==> config.mk <==
export PLATFORM = sky130hd
export DESIGN_NAME = avalanche_scan_ctrl_flat
export DESIGN_NICKNAME = d
export VERILOG_FILES = /design/src/rtl/aval_pkg.sv /design/src/rtl/avalanche_scan_ctrl_if.sv /design/src/rtl/popcount_tree.sv /design/src/rtl/avalanche_scan_ctrl.sv /design/src/flat_wrapper.sv
export SDC_FILE = /design/constraint.sdc
export NUM_CORES = 1
export LEC_CHECK = 0
export CAP_MARGIN = 0
export CORE_ASPECT_RATIO = 1.4
export CORE_MARGIN = 3
export CORE_UTILIZATION = 53
export DETAILED_ROUTE_END_ITERATION = 8
export GPL_ROUTABILITY_DRIVEN = 0
export PLACE_DENSITY = 0.87
export SLEW_MARGIN = 20
export SYNTH_ARGS = -nofsm -noshare
export SYNTH_HDL_FRONTEND = slang
export SYNTH_SLANG_ARGS = --single-unit
==> constraint.sdc <==
create_clock -name clk -period 12.4 [get_ports clk]
set_input_delay 1.24 -clock clk [delete_from_list [all_inputs] [get_ports clk]]
set_output_delay 1.24 -clock clk [all_outputs]
set_load 0.01 [all_outputs]
==> src/rtl/aval_pkg.sv <==
// Shared types and helpers for the avalanche scan controller.
package aval_pkg;

  typedef enum logic [2:0] {
    StIdle,
    StGap,
    StRun,
    StCmp,
    StEmit,
    StDone
  } state_e;

  localparam logic BASE = 1'b0;
  localparam logic FLIP = 1'b1;

  localparam int unsigned PopMaxW = 128;

  // $clog2 that never returns 0, so single-entry indices still get one bit.
  function automatic int unsigned clog2_min1(input int unsigned n);
    return (n <= 2) ? 1 : $clog2(n);
  endfunction

  function automatic logic [7:0] popcount(input logic [PopMaxW-1:0] v, input int unsigned width);
    logic [7:0] cnt;
    cnt = '0;
    for (int i = 0; i < PopMaxW; i++) begin
      if (i < width) cnt = cnt + 8'(v[i]);
    end
    return cnt;
  endfunction

endpackage

==> src/rtl/avalanche_scan_ctrl_if.sv <==
// Request/response bundle between the scan controller and a block-cipher core.
interface avalanche_scan_ctrl_if #(
  parameter int unsigned DATA_W = 64,
  parameter int unsigned KEY_W  = 64
) ();

  logic              core_enable;
  logic              core_mode;
  logic [DATA_W-1:0] core_data;
  logic [KEY_W-1:0]  core_key;
  logic [DATA_W-1:0] core_result;
  logic              core_ready;

  modport master (
    output core_enable,
    output core_mode,
    output core_data,
    output core_key,
    input  core_result,
    input  core_ready
  );

  modport slave (
    input  core_enable,
    input  core_mode,
    input  core_data,
    input  core_key,
    output core_result,
    output core_ready
  );

endinterface

==> src/rtl/popcount_tree.sv <==
// Registered binary adder tree counting set bits; one-cycle latency, loads when en_i is high.
module popcount_tree #(
  parameter int unsigned DATA_W = 64,
  parameter int unsigned CNT_W  = $clog2(DATA_W + 1)
) (
  input  logic              clk,
  input  logic              reset,
  input  logic              en_i,
  input  logic [DATA_W-1:0] data_i,
  output logic [CNT_W-1:0]  cnt_o
);

  localparam int unsigned Leaves = 1 << $clog2(DATA_W);
  localparam int unsigned Nodes  = 2 * Leaves - 1;

  logic [CNT_W-1:0] node [Nodes];
  logic [CNT_W-1:0] cnt_d, cnt_q;

  // Heap-ordered tree: node k sums children 2k+1 and 2k+2, leaves sit at Leaves-1 onwards.
  always_comb begin
    for (int i = 0; i < int'(Nodes); i++) node[i] = '0;
    for (int i = 0; i < int'(DATA_W); i++) node[int'(Leaves) - 1 + i] = CNT_W'(data_i[i]);
    for (int k = int'(Leaves) - 2; k >= 0; k--) node[k] = node[2 * k + 1] + node[2 * k + 2];
  end

  always_comb begin
    cnt_d = cnt_q;
    if (en_i) cnt_d = node[0];
  end

  always_ff @(posedge clk or negedge reset) begin
    if (!reset) cnt_q <= '0;
    else        cnt_q <= cnt_d;
  end

  assign cnt_o = cnt_q;

endmodule

==> src/rtl/avalanche_scan_ctrl.sv <==
// Avalanche analyser: runs a cipher core on a base block and every single-bit flip of it.
// Optional key-bit scanning is compiled in with AVAL_KEY_SCAN_EN.
module avalanche_scan_ctrl
  import aval_pkg::*;
#(
  parameter int unsigned DATA_W  = 64,
  parameter int unsigned KEY_W   = 64,
  parameter int unsigned CNT_W   = $clog2(DATA_W + 1),
  parameter int unsigned TOT_W   = 16,
  parameter int unsigned RST_GAP = 2,
`ifdef AVAL_KEY_SCAN_EN
  localparam int unsigned IdxW = clog2_min1((DATA_W > KEY_W) ? DATA_W : KEY_W)
`else
  localparam int unsigned IdxW = clog2_min1(DATA_W)
`endif
) (
  input  logic                   clk,
  input  logic                   reset,
  input  logic                   start_i,
  input  logic                   mode_i,
  input  logic [DATA_W-1:0]      base_data_i,
  input  logic [KEY_W-1:0]       key_i,
`ifdef AVAL_KEY_SCAN_EN
  input  logic                   scan_key_i,
`endif
  avalanche_scan_ctrl_if.master  core,
  output logic [DATA_W-1:0]      base_out_o,
  output logic                   res_valid_o,
  output logic [IdxW-1:0]        res_idx_o,
  output logic [CNT_W-1:0]       res_cnt_o,
  output logic [TOT_W-1:0]       total_o,
  output logic [CNT_W-1:0]       min_o,
  output logic [CNT_W-1:0]       max_o,
  output logic                   busy_o,
  output logic                   done_o
);

  localparam int unsigned SumW = TOT_W + 1;

  state_e            state_d, state_q;
  logic              phase_d, phase_q;
  logic [IdxW-1:0]   idx_d, idx_q;
  logic [3:0]        gap_d, gap_q;
  logic              mode_d, mode_q;
  logic [DATA_W-1:0] base_d, base_q;
  logic [KEY_W-1:0]  key_d, key_q;
  logic [DATA_W-1:0] cap_d, cap_q;
  logic [DATA_W-1:0] base_out_d, base_out_q;
  logic [TOT_W-1:0]  total_d, total_q;
  logic [CNT_W-1:0]  min_d, min_q;
  logic [CNT_W-1:0]  max_d, max_q;
  logic              key_scan;
  logic              pop_en;
  logic [CNT_W-1:0]  res_cnt;
  logic [SumW-1:0]   tot_sum;
  logic [IdxW-1:0]   last_idx;
  logic [DATA_W-1:0] data_mask;
  logic [KEY_W-1:0]  key_mask;

`ifdef AVAL_KEY_SCAN_EN
  logic key_scan_d, key_scan_q;
  always_ff @(posedge clk or negedge reset) begin
    if (!reset) key_scan_q <= 1'b0;
    else        key_scan_q <= key_scan_d;
  end
  always_comb begin
    key_scan_d = key_scan_q;
    if (state_q == StIdle && start_i) key_scan_d = scan_key_i;
  end
  assign key_scan = key_scan_q;
`else
  assign key_scan = 1'b0;
`endif

  assign last_idx  = key_scan ? IdxW'(KEY_W - 1) : IdxW'(DATA_W - 1);
  assign data_mask = (phase_q == FLIP && !key_scan) ? (DATA_W'(1) << idx_q) : '0;
  assign key_mask  = (phase_q == FLIP && key_scan) ? (KEY_W'(1) << idx_q) : '0;
  assign tot_sum   = {1'b0, total_q} + SumW'(res_cnt);

  popcount_tree #(
    .DATA_W (DATA_W),
    .CNT_W  (CNT_W)
  ) u_popcount_tree (
    .clk    (clk),
    .reset  (reset),
    .en_i   (pop_en),
    .data_i (cap_q ^ base_out_q),
    .cnt_o  (res_cnt)
  );

  always_comb begin
    state_d    = state_q;
    phase_d    = phase_q;
    idx_d      = idx_q;
    gap_d      = gap_q;
    mode_d     = mode_q;
    base_d     = base_q;
    key_d      = key_q;
    cap_d      = cap_q;
    base_out_d = base_out_q;
    total_d    = total_q;
    min_d      = min_q;
    max_d      = max_q;
    pop_en     = 1'b0;

    unique case (state_q)
      StIdle: begin
        if (start_i) begin
          mode_d  = mode_i;
          base_d  = base_data_i;
          key_d   = key_i;
          idx_d   = '0;
          phase_d = BASE;
          total_d = '0;
          max_d   = '0;
          min_d   = '1;
          gap_d   = '0;
          state_d = StGap;
        end
      end
      StGap: begin
        if (gap_q == 4'(RST_GAP - 1)) state_d = StRun;
        else                          gap_d   = gap_q + 4'd1;
      end
      StRun: begin
        if (core.core_ready) begin
          cap_d   = core.core_result;
          state_d = StCmp;
        end
      end
      StCmp: begin
        if (phase_q == BASE) begin
          base_out_d = cap_q;
          phase_d    = FLIP;
          gap_d      = '0;
          state_d    = StGap;
        end else begin
          pop_en  = 1'b1;
          state_d = StEmit;
        end
      end
      StEmit: begin
        total_d = tot_sum[SumW-1] ? '1 : tot_sum[TOT_W-1:0];
        if (res_cnt < min_q) min_d = res_cnt;
        if (res_cnt > max_q) max_d = res_cnt;
        if (idx_q == last_idx) begin
          state_d = StDone;
        end else begin
          idx_d   = idx_q + IdxW'(1);
          gap_d   = '0;
          state_d = StGap;
        end
      end
      StDone:  state_d = StIdle;
      default: state_d = StIdle;
    endcase
  end

  always_ff @(posedge clk or negedge reset) begin
    if (!reset) begin
      state_q    <= StIdle;
      phase_q    <= BASE;
      idx_q      <= '0;
      gap_q      <= '0;
      mode_q     <= 1'b0;
      base_q     <= '0;
      key_q      <= '0;
      cap_q      <= '0;
      base_out_q <= '0;
      total_q    <= '0;
      min_q      <= '1;
      max_q      <= '0;
    end else begin
      state_q    <= state_d;
      phase_q    <= phase_d;
      idx_q      <= idx_d;
      gap_q      <= gap_d;
      mode_q     <= mode_d;
      base_q     <= base_d;
      key_q      <= key_d;
      cap_q      <= cap_d;
      base_out_q <= base_out_d;
      total_q    <= total_d;
      min_q      <= min_d;
      max_q      <= max_d;
    end
  end

  assign core.core_enable = (state_q == StRun);
  assign core.core_mode   = mode_q;
  assign core.core_data   = base_q ^ data_mask;
  assign core.core_key    = key_q ^ key_mask;

  assign base_out_o  = base_out_q;
  assign res_valid_o = (state_q == StEmit);
  assign res_idx_o   = idx_q;
  assign res_cnt_o   = res_cnt;
  assign total_o     = total_q;
  assign min_o       = min_q;
  assign max_o       = max_q;
  assign busy_o      = (state_q == StGap) || (state_q == StRun) ||
                       (state_q == StCmp) || (state_q == StEmit);
  assign done_o      = (state_q == StDone);

endmodule

==> src/flat_wrapper.sv <==
// flat-port wrapper written by rule: the top's interface ports become plain ports
module avalanche_scan_ctrl_flat import aval_pkg::*;
#(
  parameter int unsigned DATA_W  = 64,
  parameter int unsigned KEY_W   = 64,
  parameter int unsigned CNT_W   = $clog2(DATA_W + 1),
  parameter int unsigned TOT_W   = 16,
  parameter int unsigned RST_GAP = 2,

  localparam int unsigned IdxW = clog2_min1(DATA_W)

)
  (clk, reset, start_i, mode_i, base_data_i, key_i, base_out_o, res_valid_o, res_idx_o, res_cnt_o, total_o, min_o, max_o, busy_o, done_o, core_core_enable, core_core_mode, core_core_data, core_core_key, core_core_result, core_core_ready);
  avalanche_scan_ctrl_if #(.DATA_W(DATA_W), .KEY_W(KEY_W)) core_i ();
  input  logic clk;
  input  logic reset;
  input  logic start_i;
  input  logic mode_i;
  input  logic [DATA_W-1:0] base_data_i;
  input  logic [KEY_W-1:0] key_i;
  output logic [DATA_W-1:0] base_out_o;
  output logic res_valid_o;
  output logic [IdxW-1:0] res_idx_o;
  output logic [CNT_W-1:0] res_cnt_o;
  output logic [TOT_W-1:0] total_o;
  output logic [CNT_W-1:0] min_o;
  output logic [CNT_W-1:0] max_o;
  output logic busy_o;
  output logic done_o;
  output wire logic [$bits(core_i.core_enable)-1:0] core_core_enable;
  output wire logic [$bits(core_i.core_mode)-1:0] core_core_mode;
  output wire logic [$bits(core_i.core_data)-1:0] core_core_data;
  output wire logic [$bits(core_i.core_key)-1:0] core_core_key;
  input wire logic [$bits(core_i.core_result)-1:0] core_core_result;
  input wire logic [$bits(core_i.core_ready)-1:0] core_core_ready;
  assign core_core_enable = core_i.core_enable;
  assign core_core_mode = core_i.core_mode;
  assign core_core_data = core_i.core_data;
  assign core_core_key = core_i.core_key;
  assign core_i.core_result = core_core_result;
  assign core_i.core_ready = core_core_ready;
  avalanche_scan_ctrl #(.DATA_W(DATA_W), .KEY_W(KEY_W), .CNT_W(CNT_W), .TOT_W(TOT_W), .RST_GAP(RST_GAP)) u_core (.clk(clk), .reset(reset), .start_i(start_i), .mode_i(mode_i), .base_data_i(base_data_i), .key_i(key_i), .core(core_i), .base_out_o(base_out_o), .res_valid_o(res_valid_o), .res_idx_o(res_idx_o), .res_cnt_o(res_cnt_o), .total_o(total_o), .min_o(min_o), .max_o(max_o), .busy_o(busy_o), .done_o(done_o));
endmodule
==> summary by stage <==
Synth
Counting flops with an async set or reset pin after synthesis yields a share of 100%. Yosys mapped a number of flops with a built-in enable equal to 0. After synthesis, the cell types taking the most area are dfrtp_1 (48%), nand2_1 (11%), fa_1 (7.0%).

Among all flip-flop cells after synthesis, the most frequent one is dfrtp_1. The synthesized design spends more area on one cell type than any other, namely dfrtp_1. The netlist area before placement is 15800 sq um. The post-synthesis share of cell area spent on xor and xnor gates is 7.72%. The sequential area share after synthesis is 48.9%. By area, the combinational part of the netlist is dominated by simple AND/OR/NAND/NOR gates. The area share of fa/ha/maj cells after synthesis is 10.5%. After Yosys synthesis, and, or, nand and nor cells account for 15.4% of the synthesized area. In this run the mean area of a mapped cell was 10.5 sq um.

The synthesized netlist devotes 3.52% of its cell area to compound gates. The share of synthesized area spent on multiplexers is 10.2%. Counting every instance in the synthesized netlist gives 1503. The register bit total from synthesis is 308. Summed over its instances, the top area cell type makes up 47.7% of the synthesized netlist area. The number of synthesis warnings is 0. The synthesized netlist net count is 1799. The synthesized netlist contains 60 unique library cells.

Drt
Dividing the detail-routed via count by the number of cells gives 5.33. For this run, the detailed router's first-pass iteration total came to 5. In the final routed layout, each cell accounts on average for 19.8 um. The total DRC errors in the routed layout is 0.

Summing over every cut layer, the via total after detailed routing is 12400. The count of nets left with antenna violations once routing finished came out at 0. After detailed routing, the total wire length is 45.9 mm.

After the first detailed-routing iteration, the DRC count stood at 739.

Place
The number of buffers inserted by port buffering is 436. The detailed placer's ending HPWL is 34.1 mm.

Setup path
Counting both buffers and inverters, the worst setup path holds a total of 4. The worst setup path is captured at a register. The signal on the critical path passes through xor2_1, fa_1, fa_1, fa_1, inv_1, fa_1, fa_1, inv_1, fa_1, inv_1, fa_1, fa_1, fa_1, inv_1, fa_1, a21o_1, a21o_1, a21oi_1, nor2_1, nor2_1, o21ai_0. At the worst endpoint, the arrival time is 6.95 ns.

The worst stage delay on the critical path is 0.59 ns. The dominant cell type by count on the critical path is fa_1. The cell class contributing the biggest share of worst-path delay is adder cells. STA puts the critical path data required time at 12.82 ns. Of all nets on the critical path, the largest fanout is 3.

STA classifies the critical path startpoint as a register. The kind of critical path is reg2reg. The slowest stage of the critical path is the fa_1 cell.

Die
The count of boundary I/O pins is 437. The floorplan has 74 rows. In this run the horizontal extent of the chip is 152 um. The initial core utilization is 53.9%. The die is 210 um tall. The floorplan die area is 31900 sq um. The core region is 29300 sq um.

Cells and area
The net count of the finished layout is 2212. In the layout the commonest cells are nand2_1 (455), clkdlybuf4s50_1 (435), dfrtp_1 (301). The library cell used most frequently in the layout, excluding fill and tap cells, is nand2_1. The share of layout cells above drive strength 1 is 8.26%. The area growth from synthesis to layout is 35.8%.

Timing
The final-report max-slew violation count is 0. Measured against its own limit, the worst slew margin works out to 33.0%. At the pin with the least slew margin, the transition time is 1.00 ns. The clock tree skew after final layout is 0.00997 ns. Counting I/O delays and the setup requirement, the final critical path takes 6.53 ns.

The count of endpoints failing setup in the final report is 0. Derived from the worst setup path, the maximum achievable clock frequency is 153 MHz. The worst hold margin is 0.476 ns.

The number of hold violations in the final report was 0. Setup repair after global routing left no endpoint under its margin. The post-route setup TNS is 0 ns.

The post-route fraction of the period consumed by the critical path is 52.7%.

Worst hold path
The worst min-delay path category is reg2reg.

Clock tree
The clock root buffer master is clkbuf_16. The clock-pin slew on the worst setup and hold paths is 0.06 ns. TritonCTS built the clock tree. The maximum level of the CTS H-tree is 1. The sink count of the clock tree is 308. After clock tree synthesis, the flow added hold-fix buffers numbering 0.

TritonCTS created 29 clock buffers. The later pin in the worst-skew pair is clocked with a latency of 0.56 ns. In this run the deepest clock path goes through 3 buffers. After clock tree synthesis, the repair step resized 0 gates. The count of buffers added by post-CTS timing repair for setup is 0.

Global route
Global routing finished with a remaining overflow of 0. After global routing, the most crowded layer is met2. The met3 track demand over resource is 6.88%. The fraction of met2 tracks used by global routing is 50.7%. The via count of the first global-routing pass is 13000. The first global-routing pass estimated 72.0 mm of wire.

The largest net degree at the start of global routing is 98. The overall fraction of global-route tracks in use is 28.1%. The global-route track usage on met1 is 31.5%. The number of antenna violations at the first check in global routing is 4.

Status
The flow ran to the end, and the final reports show no timing, DRC or antenna violations.

Run
The tool flagged a number of max-cap violations equal to 0.
## state kept, by name (all words and copies together) (netlist names)
name	count
u_core.core.core_key	64
u_core.total_o	16
u_core.base_out_o	64
u_core.state_q	3
u_core.u_popcount_tree.cnt_o	7
u_core.base_q	64
u_core.gap_q	4
u_core.phase_q	1
u_core.min_o	7
u_core.res_idx_o	6
u_core.core.core_mode	1
u_core.max_o	7
u_core.cap_q	64
## final cells by class
type | instances | area [sq um]
clock inverter | 13 | 200
clock buffer | 40 | 827
tap | 380 | 475
multi-input combinational | 1055 | 7480
antenna | 3 | 7.51
sequential | 308 | 7720
inverter | 78 | 293
timing repair buffer | 444 | 4430
fill | 1984 | 7830
## path summary, 6_finish.rpt
path / slack [ns] / end / cells past startpoint / start
max: 5.87 / u_core.u_popcount_tree.cnt_o[6] / 21 / u_core.base_out_o[49]
min: 0.48 / u_core.core.core_key[57] / 2 / u_core.core.core_key[57]
max reg2reg: 5.87 / u_core.u_popcount_tree.cnt_o[6] / 21 / u_core.base_out_o[49]
min reg2reg: 0.48 / u_core.core.core_key[57] / 2 / u_core.core.core_key[57]
max in group asynchronous: 9.40 / u_core.max_o[3] / 3 / reset
min in group asynchronous: 0.68 / u_core.core.core_key[12] / 1 / reset
## per-stage QoR
stage,instance area [sq um],cells,utilization [%],worst slack (ns)
6_report,21400,2321,73.2,5.87
2_1_floorplan,15800,1503,-,6.15
4_1_cts,21400,2318,73.2,5.81
5_1_grt,21400,2321,73.2,5.61
3_3_place_gp,20400,2265,69.7,5.99
3_5_place_dp,20400,2265,69.7,5.88
## cells by family after synthesis
logic type,Yosys count
xor gates and xnor gates,139
buffers and inverters,140
DFF,308
muxes,144
and+or+nand+nor,596
adders and majority gates,99
AOI/OAI and AO/OA,77
## synthesized netlist by cell type (3+ instances only)
| cell | n |
|---|---|
| nor3_1 | 18 |
| a221o_1 | 5 |
| mux2_2 | 74 |
| nand3_1 | 17 |
| xnor2_1 | 78 |
| nor2_1 | 61 |
| buf_1 | 3 |
| nand2_1 | 455 |
| o21ai_0 | 12 |
| nor2b_1 | 4 |
| a211oi_1 | 5 |
| o21ai_2 | 4 |
| xor2_1 | 61 |
| nor4_1 | 4 |
| and2_1 | 5 |
| a21o_1 | 11 |
| mux2_1 | 60 |
| nand4_1 | 5 |
| ha_1 | 44 |
| dfstp_2 | 7 |
| mux2i_1 | 10 |
| nand2b_1 | 7 |
| buf_4 | 14 |
| fa_1 | 55 |
| buf_2 | 14 |
| nor3b_1 | 3 |
| a211o_1 | 4 |
| dfrtp_1 | 301 |
| inv_1 | 76 |
| a21oi_1 | 18 |
| clkbuf_1 | 30 |
| or2_2 | 5 |
## per-layer routing
| metal | vias to the layer above | share of wire (%) |
|---|---|---|
| met2 | 485 | 52 |
| met5 | - | 0.028 |
| li1 | 5644 | - |
| met4 | 2 | 4.9 |
| met1 | 6120 | 35 |
| met3 | 114 | 7.3 |
## worst min-delay path, delay by kind of cell, from the launching register on
family	cells	cell delay, ns
flip-flops	1	0.34
AND/OR/NAND/NOR	2	0.11
Power is not shown: default switching activity piles up to over one toggle a cycle in this logic, so the estimate is an artifact.
